[src/rtl/mmc1_serial_loader_if.sv]
// Request/strobe bundle for the MMC1 serial loader. The block drives the
// mapper-side strobe signals and the request handshake outputs.
interface mmc1_serial_loader_if;
   logic       req_valid;
   logic       req_ready;
   logic [1:0] req_reg;
   logic [4:0] req_data;
   logic       req_rst;
   logic       cpu_we;
   logic [1:0] cpu_a;
   logic       cpu_d0;
   logic       cpu_d7;
   logic       busy;
   logic       done;

   modport slave (
      input  req_valid, req_reg, req_data, req_rst,
      output req_ready, cpu_we, cpu_a, cpu_d0, cpu_d7, busy, done
   );

   modport master (
      output req_valid, req_reg, req_data, req_rst,
      input  req_ready, cpu_we, cpu_a, cpu_d0, cpu_d7, busy, done
   );
endinterface

[src/rtl/mmc1_serial_loader.sv]
// Serialises a 5-bit MMC1 register load into five LSB-first CPU write strobes,
// optionally preceded by a shift-register reset write, with GAP idle cycles between strobes.
module mmc1_serial_loader #(
   parameter int unsigned GAP         = 2,
   parameter bit          RESET_FIRST = 1'b0
) (
   input logic                  clk,
   input logic                  nres,
   mmc1_serial_loader_if.slave  bus
);

   typedef enum logic [1:0] {IDLE, RSTW, BITW, GAPW} state_t;

   typedef struct packed {
      logic [1:0] regi;
      logic [4:0] data;
   } req_t;

   // GAPW is left when the counter reaches zero, so it lasts GAP_LOAD+1 cycles.
   localparam logic [3:0] GAP_LOAD = 4'(GAP - 1);

   state_t     state_q;
   req_t       req_q;
   logic [2:0] bit_q;
   logic [2:0] bit_d;
   logic [3:0] gap_q;
   logic       last_q;
   logic       we_q;
   logic [1:0] a_q;
   logic       d0_q;
   logic       d7_q;
   logic       done_q;

   // Bit index saturates at 4; the final data strobe leaves it there.
   always_comb begin
      bit_d = (bit_q == 3'd4) ? bit_q : bit_q + 3'd1;
   end

   always_ff @(posedge clk or negedge nres) begin
      if (!nres) begin
         state_q <= IDLE;
         req_q   <= '0;
         bit_q   <= '0;
         gap_q   <= '0;
         last_q  <= 1'b0;
         we_q    <= 1'b0;
         a_q     <= '0;
         d0_q    <= 1'b0;
         d7_q    <= 1'b0;
         done_q  <= 1'b0;
      end else begin
         we_q   <= 1'b0;
         d0_q   <= 1'b0;
         d7_q   <= 1'b0;
         done_q <= 1'b0;
         case (state_q)
            IDLE: begin
               if (bus.req_valid) begin
                  req_q  <= '{regi: bus.req_reg, data: bus.req_data};
                  bit_q  <= '0;
                  we_q   <= 1'b1;
                  a_q    <= bus.req_reg;
                  // A lone reset write wins over any data presented with it.
                  if (bus.req_rst || RESET_FIRST) begin
                     state_q <= RSTW;
                     d7_q    <= 1'b1;
                     last_q  <= bus.req_rst;
                     done_q  <= bus.req_rst;
                  end else begin
                     state_q <= BITW;
                     d0_q    <= bus.req_data[0];
                     last_q  <= 1'b0;
                  end
               end
            end
            RSTW: begin
               state_q <= GAPW;
               gap_q   <= GAP_LOAD;
            end
            BITW: begin
               state_q <= GAPW;
               gap_q   <= GAP_LOAD;
               last_q  <= (bit_q == 3'd4);
               bit_q   <= bit_d;
            end
            GAPW: begin
               if (gap_q != 4'd0) begin
                  gap_q <= gap_q - 4'd1;
               end else if (last_q) begin
                  state_q <= IDLE;
               end else begin
                  state_q <= BITW;
                  we_q    <= 1'b1;
                  a_q     <= req_q.regi;
                  d0_q    <= req_q.data[bit_q];
                  done_q  <= (bit_q == 3'd4);
               end
            end
            default: state_q <= IDLE;
         endcase
      end
   end

   assign bus.req_ready = (state_q == IDLE);
   assign bus.busy      = (state_q != IDLE);
   assign bus.cpu_we    = we_q;
   assign bus.cpu_a     = a_q;
   assign bus.cpu_d0    = d0_q;
   assign bus.cpu_d7    = d7_q;
   assign bus.done      = done_q;

endmodule

[src/flat_wrapper.sv]
// flat-port wrapper written by rule: the top's interface ports become plain ports
module mmc1_serial_loader_flat 
#(
   parameter int unsigned GAP         = 2,
   parameter bit          RESET_FIRST = 1'b0
)
  (clk, nres, bus_req_valid, bus_req_reg, bus_req_data, bus_req_rst, bus_req_ready, bus_cpu_we, bus_cpu_a, bus_cpu_d0, bus_cpu_d7, bus_busy, bus_done);
  mmc1_serial_loader_if bus_i ();
  input logic clk;
  input logic nres;
  input wire logic [$bits(bus_i.req_valid)-1:0] bus_req_valid;
  input wire logic [$bits(bus_i.req_reg)-1:0] bus_req_reg;
  input wire logic [$bits(bus_i.req_data)-1:0] bus_req_data;
  input wire logic [$bits(bus_i.req_rst)-1:0] bus_req_rst;
  output wire logic [$bits(bus_i.req_ready)-1:0] bus_req_ready;
  output wire logic [$bits(bus_i.cpu_we)-1:0] bus_cpu_we;
  output wire logic [$bits(bus_i.cpu_a)-1:0] bus_cpu_a;
  output wire logic [$bits(bus_i.cpu_d0)-1:0] bus_cpu_d0;
  output wire logic [$bits(bus_i.cpu_d7)-1:0] bus_cpu_d7;
  output wire logic [$bits(bus_i.busy)-1:0] bus_busy;
  output wire logic [$bits(bus_i.done)-1:0] bus_done;
  assign bus_i.req_valid = bus_req_valid;
  assign bus_i.req_reg = bus_req_reg;
  assign bus_i.req_data = bus_req_data;
  assign bus_i.req_rst = bus_req_rst;
  assign bus_req_ready = bus_i.req_ready;
  assign bus_cpu_we = bus_i.cpu_we;
  assign bus_cpu_a = bus_i.cpu_a;
  assign bus_cpu_d0 = bus_i.cpu_d0;
  assign bus_cpu_d7 = bus_i.cpu_d7;
  assign bus_busy = bus_i.busy;
  assign bus_done = bus_i.done;
  mmc1_serial_loader #(.GAP(GAP), .RESET_FIRST(RESET_FIRST)) u_core (.clk(clk), .nres(nres), .bus(bus_i));
endmodule
[config.mk]
export PLATFORM = sky130hd
export DESIGN_NAME = mmc1_serial_loader_flat
export DESIGN_NICKNAME = d
export VERILOG_FILES = /design/src/rtl/mmc1_serial_loader_if.sv /design/src/rtl/mmc1_serial_loader.sv /design/src/flat_wrapper.sv
export SDC_FILE = /design/constraint.sdc
export NUM_CORES = 1
export LEC_CHECK = 0
export BUFFER_PORTS_ARGS = -buffer_cell sky130_fd_sc_hd__buf_2
export CAP_MARGIN = 40
export CORE_UTILIZATION = 49
export CTS_CLUSTER_DIAMETER = 50
export DETAILED_ROUTE_END_ITERATION = 8
export GPL_TIMING_DRIVEN = 1
export PLACE_DENSITY = 0.73
export SETUP_SLACK_MARGIN = 0.15
export SYNTH_ARGS = -nofsm -noshare
export SYNTH_HDL_FRONTEND = slang
export SYNTH_SLANG_ARGS = --single-unit
[constraint.sdc]
create_clock -name clk -period 2.02 [get_ports clk]
set_clock_uncertainty 0.15 [all_clocks]
set_input_delay 0.202 -clock clk [delete_from_list [all_inputs] [get_ports clk]]
set_output_delay 0.202 -clock clk [all_outputs]
set_load 0.02 [all_outputs]
==> results.md <==
* Initial Utilization at 0.528
* Core Region at 2250 um2
* First-pass GRT wire length at 3950 um
* Mapped Cells at about 100
* GRT Overall Usage at 0.210
* Slew @ Worst Pin at a little under 0.5 ns
* Initial antenna violation count at 0
* Fin nets at 160
* Num rows at 17
* Synth Register Bits at 23
* Drt drc at 0
* Die Y at around 50 um
* Die X at between 50 and 60 um
* Dpl ws at between 0.04 and 0.05 ns
* Register area share after synthesis at 0.483
* Critical Path AT at a little under 2 ns
* Pleak at a little over 0.7 nW
* Area grow syn2layout at 26.2%
* Worst vdd ir at roughly 0.00091 V
* Crit path capture type: flip-flop
* Clock tree root buffer cell: clkbuf_4
* Antenna diode count at 0
* Placer Congestion at 0.792
* Finished Cell Area at approximately 1500 um2
* Largest area contributor in the netlist: dfrtp_1
* Final Setup Violations at 0
* Vias per cell at around 5.4
* WL per Instance at 14.1 um
* Vias in the first global route at a little under 900
* Post-synth top area share at 0.483
* H-tree depth at 1
* Final min period at approximately 1.9 ns
* Post-synth EDFFs at 0
* Die area at around 2600 um2
* Status: finished, final reports clean
* Layout cells sized above 1 at 0.350
* Most frequent cells after synthesis: 23 x dfrtp_1, 11 x nand2_1, 10 x mux2_2
* Yosys cell types at 29
* CTS tree: done
* Fraction of registers with async set/reset at 1.00
* Worst slew margin at 0.671
* Total iterations of the first detailed-routing run at 4
* Number of CTS-inserted buffers at 3
* Total wire length at between 2000 and 2500 um
* Fin crit share at 0.944
* Max incr delay on CP at ~0.41 ns
* RSZ-0062 raised after global routing: yes
* Finished Core Util at 0.666
* Crit path kind: reg2reg
* Final WS setup at 0.113 ns
* Mapped Nets at about 120
* Peak Freq at about 0.52 GHz
* IO buf count at 18
* Slowest stage cell, crit path: dfrtp_1
* Max Cap Viol at 0
* Startpoint types: flip-flop
* Synth area leaders: dfrtp_1 48%, mux2_2 9.5%, ha_1 8.4%, nand2_1 3.5%, mux2i_1 3.4%
* Final Hold Fails at 0
* Congestion Overflow GR at 0
* Iteration-0 DRC Markers at 18
* Worst endpoint required time at 2.09 ns
* Deepest clock path buffer count at 2
* Ports at 19
* Antenna-violating nets left at 0
* Total number of vias at between 900 and 1000
* Slew Viols, Final at 0
* CP cell instances: inv_2 -> ha_4 -> or3b_4 -> a2bb2oi_4 -> o21a_4 -> mux2_4
* Dpl hpwl at ~1600 um
* PD cells at ~1500 nW/um2
* Skew-Pair Late Insertion Delay at between 0.3 and 0.4 ns
* Placement Cell Area at 1320 um2
* Syn_area_per_cell at 11.5 um2
* Ys flop type: dfrtp_1
* Worst hold path type: in2reg
* Overall power at roughly 2.2 mW
* Largest net degree at the start of global routing at 24
* Clock transition at the registers of the reported paths at roughly 0.13 ns
* Ys Warns at 0
* TritonCTS Sinks at 23
* Synth Cell Area at between 1000 and 1500 um2
* Count leader, synth: dfrtp_1
* Final TNS setup at 0 ns
* Worst Path Max Fanout at 3
==> placed cells by master (no fill, tap or decap) <==
cell	instances
dfrtp_1	23
buf_2	18
nand2_1	11
mux2_2	10
dlygate4sd3_1	8
buf_4	7
nor2_1	6
ha_1	6
inv_1	5
mux2i_1	4
a21oi_1	3
nand3_1	3
o21ai_0	3
clkbuf_4	3
inv_2	2
and3_1	2
a31oi_1	2
nor3_1	2
nor2b_1	2
mux2_4	2
nand2b_1	2
ha_4	2
or3b_4	1
nor3b_2	1
nand4b_1	1
and4_1	1
o31ai_1	1
a2bb2oi_4	1
o21a_4	1
nor4_2	1
o22a_1	1
o311ai_0	1
o21ai_1	1
and2_1	1
xor2_1	1
clkbuf_1	1
==> where the power goes <==
part           internal [mW]  switching (mW)
Sequential             0.646           0.133
Clock                 0.0774           0.144
Combinational          0.594           0.603
==> kinds of logic (layout without fill, tap and decap cells) <==
| logic type | count (synthesis) | in the layout | share of synthesized area |
|---|---|---|---|
| flops | 23 | 23 | 0.483 |
| buf+inv | 8 | 44 | 0.0252 |
| simple gates | 34 | 34 | 0.151 |
| fa+ha+maj | 8 | 8 | 0.0840 |
| compound gates | 14 | 14 | 0.0956 |
| mux | 16 | 16 | 0.153 |
| xor+xnor | 1 | 1 | 0.00735 |
==> critical path, delay by kind of cell, from the launching register on <==
| kind | cells | cell delay (ns) |
|---|---|---|
| simple gates | 1 | 0.40 |
| buf+inv | 1 | 0.10 |
| fa+ha+maj | 1 | 0.13 |
| compound gates | 2 | 0.32 |
| mux | 1 | 0.29 |
| flops | 1 | 0.41 |
==> per-stage QoR <==
stage | hold slack (ns) | std cells
2_1_floorplan | -0.244 | 104
3_3_place_gp | 0.0420 | 149
3_5_place_dp | 0.0521 | 149
4_1_cts | 0.0296 | 165
5_1_grt | 0.0222 | 168
6_report | 0.0311 | 168
==> final timing paths <==
| path | startpoint | to | slack (ns) | depth (start not counted) |
|---|---|---|---|---|
| max in group asynchronous | nres | u_core.state_q[1]$_DFFE_PN0P_ | 1.18 | 2 |
| worst max register to register | u_core.gap_q[0]$_DFFE_PN0P_ | u_core.bus.cpu_a[0]$_DFFE_PN0P_ | 0.11 | 6 |
| worst min-delay path | bus_req_rst | u_core.bus.cpu_d7$_DFF_PN0_ | 0.03 | 2 |
| min in group asynchronous | nres | u_core.bus.cpu_we$_DFF_PN0_ | 0.21 | 2 |
| worst min register to register | u_core.gap_q[3]$_DFFE_PN0P_ | u_core.gap_q[3]$_DFFE_PN0P_ | 0.36 | 1 |
| worst max-delay path | u_core.gap_q[0]$_DFFE_PN0P_ | u_core.bus.cpu_a[0]$_DFFE_PN0P_ | 0.11 | 6 |
==> area by class of cell <==
| type | count | area [um2] |
|---|---|---|
| inverter | 7 | 26.3 |
| sequential | 23 | 576 |
| fill | 193 | 752 |
| tap | 28 | 35.0 |
| clock buffer | 4 | 26.3 |
| multi-input combinational | 73 | 617 |
| timing repair buffer | 33 | 223 |
==> timing repair <==
| item | in CTS | in global routing |
|---|---|---|
| endpoints found under the hold margin | 30 | 0 |
| setup buffers | 4 | 3 |
| pin swaps | 1 | 1 |
| gates resized for setup | 4 | 3 |
| endpoints found under the setup margin | 3 | 6 |
| hold buffers | 8 | 0 |
==> flip-flops by register name (all words and copies together) (netlist names) <==
register / cells
u_core.bus.done: 1
u_core.gap_q: 4
u_core.bus.cpu_a: 2
u_core.state_q: 2
u_core.bus.cpu_d7: 1
u_core.last_q: 1
u_core.bus.cpu_we: 1
u_core.bit_q: 3
u_core.req_q: 7
u_core.bus.cpu_d0: 1
==> metal layers <==
layer / up-vias / global-route usage / part of all wire
met1: 433 / 0.266 / 0.45
met4: 0 / 0.126 / 0.031
li1: 434 / - / -
met2: 32 / 0.333 / 0.48
met5: - / 0 / 0
met3: 5 / 0.0387 / 0.047
(Power assumes the default switching activity.)
